[config.mk]
export PLATFORM = sky130hd
export DESIGN_NAME = telem_frame_rx
export DESIGN_NICKNAME = d
export VERILOG_FILES = /design/src/rtl/telem_frame_rx.sv
export SDC_FILE = /design/constraint.sdc
export NUM_CORES = 1
export LEC_CHECK = 0
export BUFFER_PORTS_ARGS = -buffer_cell sky130_fd_sc_hd__buf_2
export CAP_MARGIN = 20
export CORE_ASPECT_RATIO = 0.9
export CORE_MARGIN = 10
export CORE_UTILIZATION = 58
export CTS_BUF_LIST = sky130_fd_sc_hd__clkbuf_16
export DETAILED_ROUTE_END_ITERATION = 8
export MAX_ROUTING_LAYER = met4
export PLACE_DENSITY = 0.91
export RECOVER_POWER = 100
export SYNTH_ARGS = -nofsm -noshare
export SYNTH_HDL_FRONTEND = slang
export SYNTH_SLANG_ARGS = --single-unit
[constraint.sdc]
create_clock -name clk -period 2.7 [get_ports clk]
set_input_delay 0.54 -clock clk [delete_from_list [all_inputs] [get_ports clk]]
set_output_delay 0.54 -clock clk [all_outputs]
set_load 0.01 [all_outputs]
[src/rtl/telem_frame_rx.sv]
// rtl/telem_frame_rx.sv - telemetry frame deframer: assembles and validates 8-byte frames from the UART receiver
module telem_frame_rx #(
  parameter logic [7:0]  HEADER         = 8'hA5,
  parameter logic [19:0] TIMEOUT_CYCLES = 20'd100000,
  parameter logic [7:0]  ALARM_TEMP     = 8'd90
) (
  input  logic       clk,
  input  logic       reset,
  input  logic [7:0] rx_data,
  input  logic       rx_valid,
  output logic [7:0] rec_temp,
  output logic [5:0] rec_seconds,
  output logic [5:0] rec_minuits,
  output logic [4:0] rec_hours,
  output logic [4:0] rec_days,
  output logic [3:0] rec_months,
  output logic       rec_valid,
  output logic       rec_alarm,
  output logic       frame_err,
  output logic [7:0] frame_count,
  output logic [7:0] err_count
);

  typedef enum logic [1:0] {IDLE, COLLECT, CHECK} state_t;

  state_t           state, state_nxt;
  logic [2:0]       idx;
  logic [6:1][7:0]  shadow;
  logic [7:0]       xor_acc;
  logic [7:0]       chk_rx;
  logic [19:0]      tmo_cnt;
  logic             timeout;
  logic             reserved_ok;
  logic             frame_good;
  logic             rec_load;
  logic             err_fire;

  // A byte arriving in the same cycle as the limit always wins over the timeout.
  assign timeout     = (state == COLLECT) && !rx_valid && (tmo_cnt == TIMEOUT_CYCLES);
  assign reserved_ok = ~|{shadow[2][7:6], shadow[3][7:6], shadow[4][7:5],
                          shadow[5][7:5], shadow[6][7:4]};
  assign frame_good  = (chk_rx == xor_acc) && reserved_ok;

  always_ff @(posedge clk or negedge reset) begin
    if (!reset) state <= IDLE;
    else        state <= state_nxt;
  end

  always_comb begin
    state_nxt = state;
    case (state)
      IDLE:    if (rx_valid && rx_data == HEADER) state_nxt = COLLECT;
      COLLECT: begin
        if (rx_valid && idx == 3'd7) state_nxt = CHECK;
        else if (timeout)            state_nxt = IDLE;
      end
      CHECK:   state_nxt = IDLE;
      default: state_nxt = IDLE;
    endcase
  end

  always_comb begin
    rec_load = 1'b0;
    err_fire = 1'b0;
    if (state == CHECK) begin
      rec_load = frame_good;
      err_fire = !frame_good;
    end
    if (timeout) err_fire = 1'b1;
  end

  always_ff @(posedge clk or negedge reset) begin
    if (!reset) begin
      idx         <= '0;
      shadow      <= '0;
      xor_acc     <= '0;
      chk_rx      <= '0;
      tmo_cnt     <= '0;
      rec_temp    <= '0;
      rec_seconds <= '0;
      rec_minuits <= '0;
      rec_hours   <= '0;
      rec_days    <= '0;
      rec_months  <= '0;
      rec_valid   <= 1'b0;
      rec_alarm   <= 1'b0;
      frame_err   <= 1'b0;
      frame_count <= '0;
      err_count   <= '0;
    end else begin
      rec_valid <= 1'b0;
      frame_err <= 1'b0;
      if (state == COLLECT && !rx_valid) tmo_cnt <= tmo_cnt + 20'd1;
      else                               tmo_cnt <= '0;

      case (state)
        IDLE: if (rx_valid && rx_data == HEADER) begin
          idx     <= 3'd1;
          xor_acc <= '0;
        end
        COLLECT: if (rx_valid) begin
          if (idx == 3'd7) begin
            chk_rx <= rx_data;
          end else begin
            shadow[idx] <= rx_data;
            xor_acc     <= xor_acc ^ rx_data;
          end
          idx <= idx + 3'd1;
        end
        default: ;
      endcase

      if (rec_load) begin
        rec_temp    <= shadow[1];
        rec_seconds <= shadow[2][5:0];
        rec_minuits <= shadow[3][5:0];
        rec_hours   <= shadow[4][4:0];
        rec_days    <= shadow[5][4:0];
        rec_months  <= shadow[6][3:0];
        rec_alarm   <= (shadow[1] >= ALARM_TEMP);
        rec_valid   <= 1'b1;
        if (frame_count != 8'hFF) frame_count <= frame_count + 8'd1;
      end
      if (err_fire) begin
        frame_err <= 1'b1;
        if (err_count != 8'hFF) err_count <= err_count + 8'd1;
      end
    end
  end

endmodule

After elaboration in Yosys (flattened, before gate mapping). Cells that the tools add are included.

Register bits after elaboration: 142. Latch bits: 0. Memory bits (writable): 0. ROM bits: 0. Logic and storage cells: 82. Memories: 0.

Add/subtract/negate cells: 4. Multiply operators: 0. Div/mod/pow operators: 0. Magnitude comparators: 3. Eq/ne operators: 12. Shift-type cells: 0. Mux-type cells: 20. Bitwise logic cells: 2. Reduce and logical (&&, ||, !) cells: 19.

Operators by type and width (count): bitwise mux 48 bit (1); 2-to-1 mux 8 bit (4); demux 8 bit (select 3 bit) (1); adder 20 x 1 -> 20 bit (second input constant) (1); == test 20 x 17 -> 1 bit (second input constant) (1); 2-to-1 mux 20 bit (1); adder 8 x 1 -> 8 bit (second input constant) (2); inequality test 8 bit (second input constant) (2); case mux 8 bit (2 select lines) (1); OR reduction 14 bit (1); AND reduction 3 bit (3); == test 8 bit (1); == test 8 bit (second input constant) (1); >= comparator 8 x 7 -> 1 bit (second input constant) (1); XOR 8 bit (1); logical AND 1 bit (6); 2-to-1 mux 2 bit (3); 2-to-1 mux 3 bit (2); inequality test 2 bit (second input constant) (3); case mux 3 bit (2 select lines) (1); AND reduction 2 bit (3); 2-to-1 mux 1 bit (5); less-than comparator 3 x 4 -> 1 bit (second input constant) (1); case mux 2 bit (2 select lines) (1); 11 further kinds (13).

Depth between registers and ports, before layout. Gate-level depths: netlist of run 1.

Word-level depth: 7. Gate-level depth with buffers: 7.

Worst setup path before layout of run 1. No wires, ideal clock.

Path kind: register to register. Start: register idx[1]. End: register shadow[24] (netlist bit). Setup time: 0.125 ns. Arrival time: 1.976 ns. Data required time: 2.575 ns. Slack: 0.599 ns. Cell stages (with the launch flop): 7. Period minus slack after synthesis: 2.101 ns. Path through: dfrtp_1 ha_1 ha_1 nor3_1 nor4bb_1 clkbuf_1 mux2_2.

Longest elaborated chain between the ends: 5. Elaborated cells between the ends (all ways): 9. Those cells by class: order compare (2); eq/ne (1); mux (3); bitwise (1); reduce/logical (2).

Ends and longest elaborated chain: from (decl) (RTL line 27) `logic [2:0] idx;`; from (signal assigned) (RTL line 108) `idx <= idx + 3'd1;`; less-than comparator 3 x 4 -> 1 bit (not written as such) or >= comparator 3 x 1 -> 1 bit (tied branches) (RTL line 105) `shadow[idx] <= rx_data;`; logical AND 1 bit (not written as such) (RTL line 105); 2-to-1 mux 8 bit (not written as such) (RTL line 105); demux 8 bit (select 3 bit) (RTL line 105); bitwise mux 48 bit (RTL line 105); to (signal, indexed assignment) (RTL line 105); to (decl) (RTL line 28) `logic [6:1][7:0] shadow;`.

Several ways; a longest one is shown, not always the timed one. A chain may end at the register's enable or synchronous reset.

Worst setup path in the final report of run 1.
Start: register idx[0]. End: register shadow[10] (netlist bit).

The elaborated chain is that of the path after synthesis.

==> summary.md, run 1 <==
| Metric | Value |
|---|---|
| Outcome | complete, no violations |
| First-pass GRT wire length | approximately 23000 um |
| Share of the synthesized area in the top cell type | 0.5893 |
| CTS Buf Count | 17 |
| Endpoints failing setup | 0 |
| Placement Setup Slack | ~310 ps |
| Leak Pwr | around 0.0033 uW |
| Area grow syn2layout | 15.77% |
| Final Wtd Congestion | just over 0.8 |
| Final core occ | 0.6841 |
| Worst reg2reg path endpoint | shadow[10]$_DFFE_PN0P_ |
| FF-to-FF Start | idx[0]$_DFFE_PN0P_ |
| Cell count after synthesis | about 450 |
| Deepest level of the CTS H-tree | 4 |
| Relative slew slack | 0.02537 |
| Reg2reg setup slack | approximately 35 ps |
| Vias per std cell | 5.939 |
| Most common cell in the netlist | dfrtp_1 |
| Setup Crit Path Kind | register to register |
| CP required | approximately 3000 ps |
| Switch Pwr | between 1000 and 1500 uW |
| R2R cell count | 7 |
| Final Max Tran Viols | 0 |
| Post-CTS Resized | 0 |
| Commonest cells post-synth | dfrtp_1, mux2_2, nor2_1, xor2_1, nand3_1 |
| Die width | roughly 130 um |
| Final Skew | 9.471 ps |
| Worst vdd ir | 0.5667 mV |
| Setup crit end kind | register |
| Crit share post-route | 0.9872 |
| Height of the die | between 100 and 150 um |
| Total Routing Usage GR | 0.2039 |
| Post-route DRC violation count | 0 |
| Post-synth EDFFs | 0 |
| Largest net degree at the start of global routing | between 60 and 70 |
| Yosys cell types | 43 |
| Switching portion of total power | 0.2766 |
| PD cells | between 700 and 800 nW/um^2 |
| Initial antenna violation count | 0 |
| Top_reg_cell synth | dfrtp_1 |
| Fin nets | about 540 |
| Hold Vio Cnt, Final | 0 |
| Clock Path Buffers | 2 |
| Seq cells post-synth | roughly 140 |
| P_int | about 3800 uW |
| Row Count | 35 |
| Combinational power share | 0.092 |
| Number of I/O pins | 64 |
| Initial core utilization | 0.5909 |
| Pre-antenna DRT Iters | 5 |
| Reg clk slew, reported paths | 70 ps |
| Final WL | between 10000 and 15000 um |
| Syn Area/Cell | ~14 um^2 |
| Reg power frac | 0.467 |
| Routed len/inst | around 21 um |
| Layout cell share with drive strength beyond 1 | 0.2560 |
| Slew @ Worst Pin | 1462 ps |
| Hold_ws | between 400 and 500 ps |
| RSZ-0062 raised after global routing | no |
| Top post-synthesis cells by area | dfrtp_1, mux2_2, xor2_1, xnor2_1, nor2_1 |
| Synth Cell Area | about 6000 um^2 |
| Setup tns final | 0 ps |
| Arr. time, crit path | approximately 3000 ps |
| Finished Cell Area | 6980 um^2 |
| Asr flop ratio synth | 1.000 |
| Final HPWL from detailed placement | approximately 8500 um |
| CP Launch Type | register |
| Final WS setup | roughly 35 ps |
| Antenna diode count | 0 |
| Clock sink count | 142 |
| Cell Area, Placed | about 6500 um^2 |
| Clock network power share | 0.440 |
| 1st-iter DRT viols | 269 |
| Max Cap Viol | 0 |
| Synth area leader | dfrtp_1 |
| Post-CTS Setup Bufs | 0 |
| CTS root buf | clkbuf_16 |
| F_max | between 300 and 400 MHz |
| HP Class | primary input to async pin |
| CP max FO | 14 |
| Synth Net Count | approximately 460 |
| GRT overflow | 0 |
| Clock Latency Late Sink | ~420 ps |
| Number of global-route vias before repair | ~4300 |
| Buffers on Ports | 63 |
| Sequential share of the synthesized area | 0.5893 |
| Crit path time final | around 2700 ps |
| Die area | 14880 um^2 |
| Yosys warns | 0 |
| Hold buffer count at cts | 0 |
| CTS tree | built |
| Final ANT Viol Nets | 0 |
| Via Count | between 3000 and 4000 |
| Area of the core | 10200 um^2 |
-- how the worst max path moves through the flow --
| stage | cells past startpoint | start | end |
|---|---|---|---|
| 2_1_floorplan | 6 | idx[1]$_DFFE_PN0P_ | shadow[24]$_DFFE_PN0P_ |
| 3_3_place_gp | 7 | idx[0]$_DFFE_PN0P_ | shadow[10]$_DFFE_PN0P_ |
| 4_1_cts | 7 | idx[0]$_DFFE_PN0P_ | shadow[10]$_DFFE_PN0P_ |
| 6_report | 7 | idx[0]$_DFFE_PN0P_ | shadow[10]$_DFFE_PN0P_ |
| 3_5_place_dp | 6 | rx_valid | err_count[1]$_DFFE_PN0P_ |
| 5_1_grt | 6 | idx[0]$_DFFE_PN0P_ | shadow[22]$_DFFE_PN0P_ |
-- cells in the final DEF, fill, tap and decap left out, types with 6 or more instances in the layout --
cell type,synthesis,final
xnor2_1,20,20
a21oi_1,7,7
dfrtp_1,142,142
clkbuf_1,5,55
and3_1,8,8
nand3_1,21,21
nand4_1,4,6
nor2_1,33,33
mux2_1,6,9
inv_6,0,6
clkbuf_16,0,17
inv_1,7,7
mux2_2,86,83
buf_2,2,9
nand2_1,19,19
xor2_1,24,24
ha_1,6,6
-- cell families (layout without fill, tap and decap cells) --
| logic type | after synthesis | in the layout | synth area share |
|---|---|---|---|
| adder cells (fa/ha/maj) | 6 | 6 | 0.01245 |
| XOR/XNOR | 44 | 44 | 0.06391 |
| AO/OA/AOI/OAI | 22 | 22 | 0.02677 |
| multiplexers | 93 | 93 | 0.1743 |
| AND/OR/NAND/NOR | 121 | 121 | 0.1166 |
| flip-flops | 142 | 142 | 0.5893 |
| buffers and inverters | 18 | 111 | 0.01660 |
-- per-stage QoR --
step | power, uW | std cells
after floorplan | 2753 | 446
after global placement | 2888 | 636
after detailed placement | 2921 | 636
after CTS | 5249 | 668
after global routing | 5395 | 668
final | 5238 | 668
-- power by group through the flow --
stage               Combinational (uW)  Sequential (uW)  Clock, uW
CTS                                492             2440       2320
detailed placement                 460             2460          0
finish                             484             2450       2310
floorplan                          338             2410          0
global route                       525             2460       2410
global placement                   440             2450          0
-- cell type report --
type / instances / area [um^2]
fillers: 662 / 3223
clock inverters: 15 / 152.6
repair buffers: 72 / 316.6
multi-input cells: 286 / 2345
clock buffers: 17 / 425.4
well taps: 129 / 161.4
flip-flops and latches: 142 / 3553
inverters: 7 / 26.28
-- layer usage --
metal	up-vias	global-route usage	part of all wire
li1	1740	-	-
met1	2054	0.2334	0.39
met2	148	0.3462	0.53
met3	25	0.04583	0.060
met4	0	0.07506	0.019
met5	-	-	0
-- critical path: stages, from the launching register on --
cell and delay [ps]:
dfrtp_1 470, ha_1 250, ha_1 230, nor3_1 270, buf_4 270, nor4bb_1 430, buf_4 260, mux2_2 360
-- state kept, by name, summed over array words and instances, names as in the netlist --
name and flops:
frame_count 8, rec_months 4, rec_seconds 6, rec_hours 5, rec_temp 8, frame_err 1, err_count 8, rec_valid 1
rec_minuits 6, rec_alarm 1, chk_rx 8, rec_days 5, state 2, shadow 48, idx 3, tmo_cnt 20
xor_acc 8
Note: power is estimated with default switching activity, not from simulation.
==> inputs of run 2 (changes only) <==
- CORE_ASPECT_RATIO: 0.9 -> 1.4
==> summary.md, run 2 (synthesized netlist as in run 1, its figures left out) <==
| Metric | Value |
|---|---|
| Outcome | finished, violations left |
| Violated checks | capacitance limit, slew limit |
| CP required | 3000 ps |
| Final HPWL from detailed placement | slightly below 9000 um |
| Reg power frac | 0.473 |
| Delay-heaviest family, CP | simple AND/OR/NAND/NOR gates |
| CTS tree | built |
| Final WL | between 10000 and 15000 um |
| Routed len/inst | about 20 um |
| Clock sink count | roughly 140 |
| Largest register by flop count | shadow |
| Switch Pwr | 1320 uW |
| WP buf/inv | 2 |
| Initial antenna violation count | 0 |
| CP max stage delay | about 480 ps |
| Deepest level of the CTS H-tree | 4 |
| Post-CTS Setup Bufs | 0 |
| Relative slew slack | -0.04379 |
| First-pass GRT wire length | roughly 22000 um |
| Die area | ~15000 um^2 |
| Arr. time, crit path | between 2000 and 3000 ps |
| CP Launch Type | register |
| Setup crit end kind | register |
| Number of I/O pins | 64 |
| CP max FO | 14 |
| GRT overflow | 0 |
| 1st-iter DRT viols | 165 |
| Die width | 106.2 um |
| Buffers on Ports | 63 |
| Area grow syn2layout | 15.87% |
| Final Wtd Congestion | around 0.85 |
| Largest regs | shadow (48), tmo_cnt (20) |
| Height of the die | ~140 um |
| Hold buffer count at cts | 0 |
| Row Count | between 40 and 50 |
| Fill count | 716 |
| Crit-path slowest cell | dfrtp_1 |
| Reg clk slew, reported paths | 60 ps |
| Crit path time final | around 2500 ps |
| Area of the core | 10290 um^2 |
| Antenna diode count | 0 |
| P_int | slightly below 4000 uW |
| Clock Path Buffers | 2 |
| HP Class | primary input to register |
| Cell Area, Placed | between 6000 and 7000 um^2 |
| CP Cell Sequence | ha_1 -> ha_1 -> nor3_1 -> buf_4 -> nor4bb_1 -> clkbuf_2 -> mux2_2 |
| Area of the multi-input gates | about 2300 um^2 |
| Clock network power share | 0.436 |
| Slew @ Worst Pin | around 1600 ps |
| Combinational power share | 0.091 |
| Layout cell share with drive strength beyond 1 | 0.2579 |
| Total Routing Usage GR | 0.1955 |
| Max Cap Viol | 1 |
| Fin nets | 543 |
| F_max | approximately 400 MHz |
| Pre-antenna DRT Iters | 4 |
| Post-CTS Resized | 0 |
| Leak Pwr | about 0.0033 uW |
| Hold Vio Cnt, Final | 0 |
| Post-route DRC violation count | 0 |
| Most common cell after layout, fill and taps aside | dfrtp_1 |
| Most frequent cells in the layout | dfrtp_1, mux2_2, clkbuf_1, nor2_1, xor2_1 |
| Final ANT Viol Nets | 0 |
| Finished Cell Area | approximately 7000 um^2 |
| Setup Crit Path Kind | register to register |
| RSZ-0062 raised after global routing | no |
| Largest net degree at the start of global routing | between 60 and 70 |
| Vias per std cell | roughly 5.8 |
| Worst vdd ir | 0.5070 mV |
| PD cells | between 700 and 800 nW/um^2 |
| Largest register FFs | 48 |
| Via Count | 3939 |
| Switching portion of total power | 0.2557 |
| Setup tns final | 0 ps |
| Initial core utilization | 0.5857 |
| Register area | between 3000 and 4000 um^2 |
| Final Max Tran Viols | 60 |
| CTS root buf | clkbuf_16 |
| Crit path top cell by count | ha_1 |
| Clock Latency Late Sink | around 420 ps |
| CTS Buf Count | 17 |
| Crit share post-route | 0.9406 |
| Number of global-route vias before repair | about 4300 |
| Endpoints failing setup | 0 |
| Final Skew | 9.934 ps |
run 2: per-stage QoR:
stage	power, uW	cells	worst slack (ps)	hold WS [ps]	utilization
2_1_floorplan	2753	446	599.1	244.4	-
3_3_place_gp	2882	645	440.3	467.6	0.6355
3_5_place_dp	2934	645	342.2	488.4	0.6355
4_1_cts	5202	677	251.5	102.7	0.6912
5_1_grt	5330	677	105.0	517.7	0.6787
6_report	5162	677	160.5	495.3	0.6787
run 2: layout make-up:
cell class | count | area share
clock inverters | 15 | 0.02113
repair buffers | 72 | 0.04656
inverters | 7 | 0.003761
well taps | 138 | 0.02471
multi-input cells | 286 | 0.3343
flip-flops and latches | 142 | 0.5086
clock buffers | 17 | 0.06089
run 2: path summary, 6_finish.rpt:
check | slack, ps | startpoint | depth (start not counted) | end
hold / removal | 500 | rx_valid | 4 | state[0]$_DFFE_PN0P_
hold reg to reg | 500 | err_count[5]$_DFFE_PN0P_ | 1 | err_count[5]$_DFFE_PN0P_
max in group asynchronous | 560 | reset | 2 | rec_days[2]$_DFFE_PN0P_
setup / recovery | 160 | idx[0]$_DFFE_PN0P_ | 7 | shadow[11]$_DFFE_PN0P_
min in group asynchronous | 510 | reset | 1 | tmo_cnt[9]$_DFF_PN0_
setup reg to reg | 160 | idx[0]$_DFFE_PN0P_ | 7 | shadow[11]$_DFFE_PN0P_
run 2: routing by layer:
layer	track usage	wire length (um)	up-vias
met5	-	0	-
met1	0.2063	5207	2009
met4	0.1108	533	0
met2	0.3234	7274	149
li1	-	-	1737
met3	0.05383	706	44
run 2: tightest hold or removal path, stage by stage:
cell	delay, ps
buf_2	120
nand2_1	70
nand3_1	80
a21oi_1	60
run 2: power groups by stage:
| stage | registers [uW] | logic [uW] | clock network [uW] |
|---|---|---|---|
| global placement | 2450 | 434 | 0 |
| detailed placement | 2470 | 467 | 0 |
| floorplan | 2410 | 338 | 0 |
| global route | 2460 | 513 | 2360 |
| finish | 2440 | 470 | 2250 |
| CTS | 2440 | 495 | 2270 |
==> inputs of run 3 (changes only) <==
--- a/config.mk
+++ b/config.mk
@@ -10,9 +10,9 @@
 export CORE_ASPECT_RATIO = 1.4
 export CORE_MARGIN = 10
-export CORE_UTILIZATION = 58
+export CORE_UTILIZATION = 53
 export CTS_BUF_LIST = sky130_fd_sc_hd__clkbuf_16
 export DETAILED_ROUTE_END_ITERATION = 8
 export MAX_ROUTING_LAYER = met4
-export PLACE_DENSITY = 0.91
+export PLACE_DENSITY = 0.81
 export RECOVER_POWER = 100
 export SYNTH_ARGS = -nofsm -noshare
==> constraint.sdc (replaced) <==
create_clock -name clk -period 2.1 [get_ports clk]
set_input_delay 0.315 -clock clk [delete_from_list [all_inputs] [get_ports clk]]
set_output_delay 0.315 -clock clk [all_outputs]
set_load 0.01 [all_outputs]
==> summary.md, run 3 (synthesized netlist as in run 1, its figures left out) <==
| Metric | Value |
|---|---|
| Placement Setup Slack | -97.62 ps |
| Violated checks | setup timing |
| Vias per std cell | approximately 5.6 |
| Most common cell after layout, fill and taps aside | dfrtp_1 |
| Largest register by flop count | shadow |
| Post-route DRC violation count | 0 |
| Endpoints failing setup | 1 |
| 1st-iter DRT viols | between 150 and 200 |
| CTS root buf | clkbuf_16 |
| Buffers on Ports | 63 |
| Max Cap Viol | 0 |
| CTS tree | built |
| Clock network power share | 0.436 |
| Initial core utilization | 0.5372 |
| Area of the core | 11220 um^2 |
| Final WL | ~13000 um |
| Crit share post-route | 1.004 |
| Largest register FFs | 48 |
| Antenna diode count | 0 |
| Final ANT Viol Nets | 0 |
| Final WS setup | -8.740 ps |
| Switch Pwr | around 1600 uW |
| Switching portion of total power | 0.2385 |
| Worst vdd ir | ~0.64 mV |
| Fin nets | about 570 |
| Combinational power share | 0.111 |
| F_max | roughly 470 MHz |
| CP Launch Type | register |
| Largest regs | shadow (48), tmo_cnt (20) |
| Routed len/inst | approximately 19 um |
| Slew @ Worst Pin | 1429 ps |
| Via Count | just under 4000 |
| Clock sink count | roughly 140 |
| Hold Vio Cnt, Final | 0 |
| CTS Buf Count | 17 |
| Setup crit end kind | register |
| Outcome | finished, violations left |
| Non-Filler Instances | 710 |
| P_int | about 5200 uW |
| Initial antenna violation count | 0 |
| FF-to-FF Start | shadow[22]$_DFFE_PN0P_ |
| Crit path time final | around 2100 ps |
| Reg clk slew, reported paths | ~60 ps |
| Deepest level of the CTS H-tree | 4 |
| Row Count | between 40 and 50 |
| Clock Latency Late Sink | a little over 400 ps |
| RSZ-0062 raised after global routing | yes |
| PD cells | between 900 and 1000 nW/um^2 |
| Largest net degree at the start of global routing | between 50 and 60 |
| Relative slew slack | 0.04765 |
| Total Routing Usage GR | 0.1784 |
| Leak Pwr | approximately 0.0035 uW |
| GRT overflow | 0 |
| Pre-antenna DRT Iters | 5 |
| Height of the die | about 150 um |
| Die width | ~110 um |
| Clock Path Buffers | 2 |
| Worst Hold Launch | rx_valid |
| CP max FO | 8 |
| CP required | between 2000 and 2500 ps |
| Setup Crit Path Kind | register to register |
| Layout cell share with drive strength beyond 1 | 0.3004 |
| Most frequent cells in the layout | dfrtp_1, mux2_2, clkbuf_1, nor2_1, buf_4 |
| HP Class | primary input to register |
| Reg power frac | 0.452 |
| Worst Setup SP | shadow[22]$_DFFE_PN0P_ |
| Placed instance count | ~670 |
| Final Wtd Congestion | 0.8663 |
| Number of I/O pins | 64 |
| Area grow syn2layout | 21.60% |
| Final HPWL from detailed placement | between 8000 and 9000 um |
| Number of global-route vias before repair | 4357 |
| Final Max Tran Viols | 0 |
| Final Skew | roughly 5 ps |
| Arr. time, crit path | ~2400 ps |
| First-pass GRT wire length | around 22000 um |
| Die area | about 16000 um^2 |
run 3: cell types whose count changed in the layout (fill, tap and decap cells not counted), moves of 3 or more:
| cell | delta |
|---|---|
| clkinvlp_4 | -5 |
| clkinv_2 | -3 |
| inv_1 | +3 |
| clkinv_1 | +5 |
| buf_6 | +3 |
| buf_4 | +27 |
run 3: path summary, 6_finish.rpt:
check	end	slack, ps	depth (start not counted)
max	rec_temp[4]$_DFFE_PN0P_	-9	6
min in group asynchronous	frame_err$_DFF_PN0_	770	2
max in group asynchronous	chk_rx[3]$_DFFE_PN0P_	300	3
min	state[0]$_DFFE_PN0P_	310	4
min reg2reg	err_count[5]$_DFFE_PN0P_	490	1
max reg2reg	rec_temp[4]$_DFFE_PN0P_	-9	6
run 3: per-layer routing:
layer  vias to the layer above  global-route usage  share of wire
met4                         0             0.07796          0.025
met2                        92              0.3023           0.55
met1                      2034              0.1932           0.39
met3                        26             0.04009          0.035
li1                       1792                   -              -
met5                         -                   -              0
run 3: power by group through the flow:
stage	registers [uW]	logic (uW)	clock network [uW]
after floorplan	3100	435	0
after global placement	3130	673	0
after detailed placement	3140	710	0
after CTS	3100	747	3030
after global routing	3130	838	3140
final	3110	763	3000
run 3: repair_timing:
action / CTS / global route
resized for setup: 6 / 6
buffers inserted: 2 / 2
hold endpoints to repair: 55 / 0
pin swaps: 0 / 1
hold buffers: 1 / 0
setup endpoints to repair: 36 / 53
run 3: critical path, stage by stage (launching register included):
cell,delay (ps)
dfrtp_1,390
nor4_2,310
nand4_2,200
nor4_4,360
buf_6,190
buf_4,160
mux2_2,360
run 3: cell type report:
class                   count  area, um^2
well taps                 144       180.2
clock inverters            14       158.9
inverters                   7       26.28
clock buffers              17       425.4
multi-input cells         286        2427
fillers                   807        3891
repair buffers            100       559.3
flip-flops and latches    142        3555
run 3: per-stage QoR:
| stage | total power [uW] | hold slack (ps) | utilization | setup TNS [ps] | cell area, um^2 |
|---|---|---|---|---|---|
| after detailed placement | 3853 | 319.4 | 0.5990 | -743.6 | 6723 |
| after floorplan | 3540 | 19.41 | - | 0 | 6031 |
| after CTS | 6873 | 275.1 | 0.6564 | 0 | 7367 |
| after global placement | 3800 | 316.8 | 0.5990 | -320.0 | 6723 |
| final | 6871 | 309.5 | 0.6533 | -8.740 | 7332 |
| after global routing | 7109 | 322.0 | 0.6533 | -1917 | 7332 |
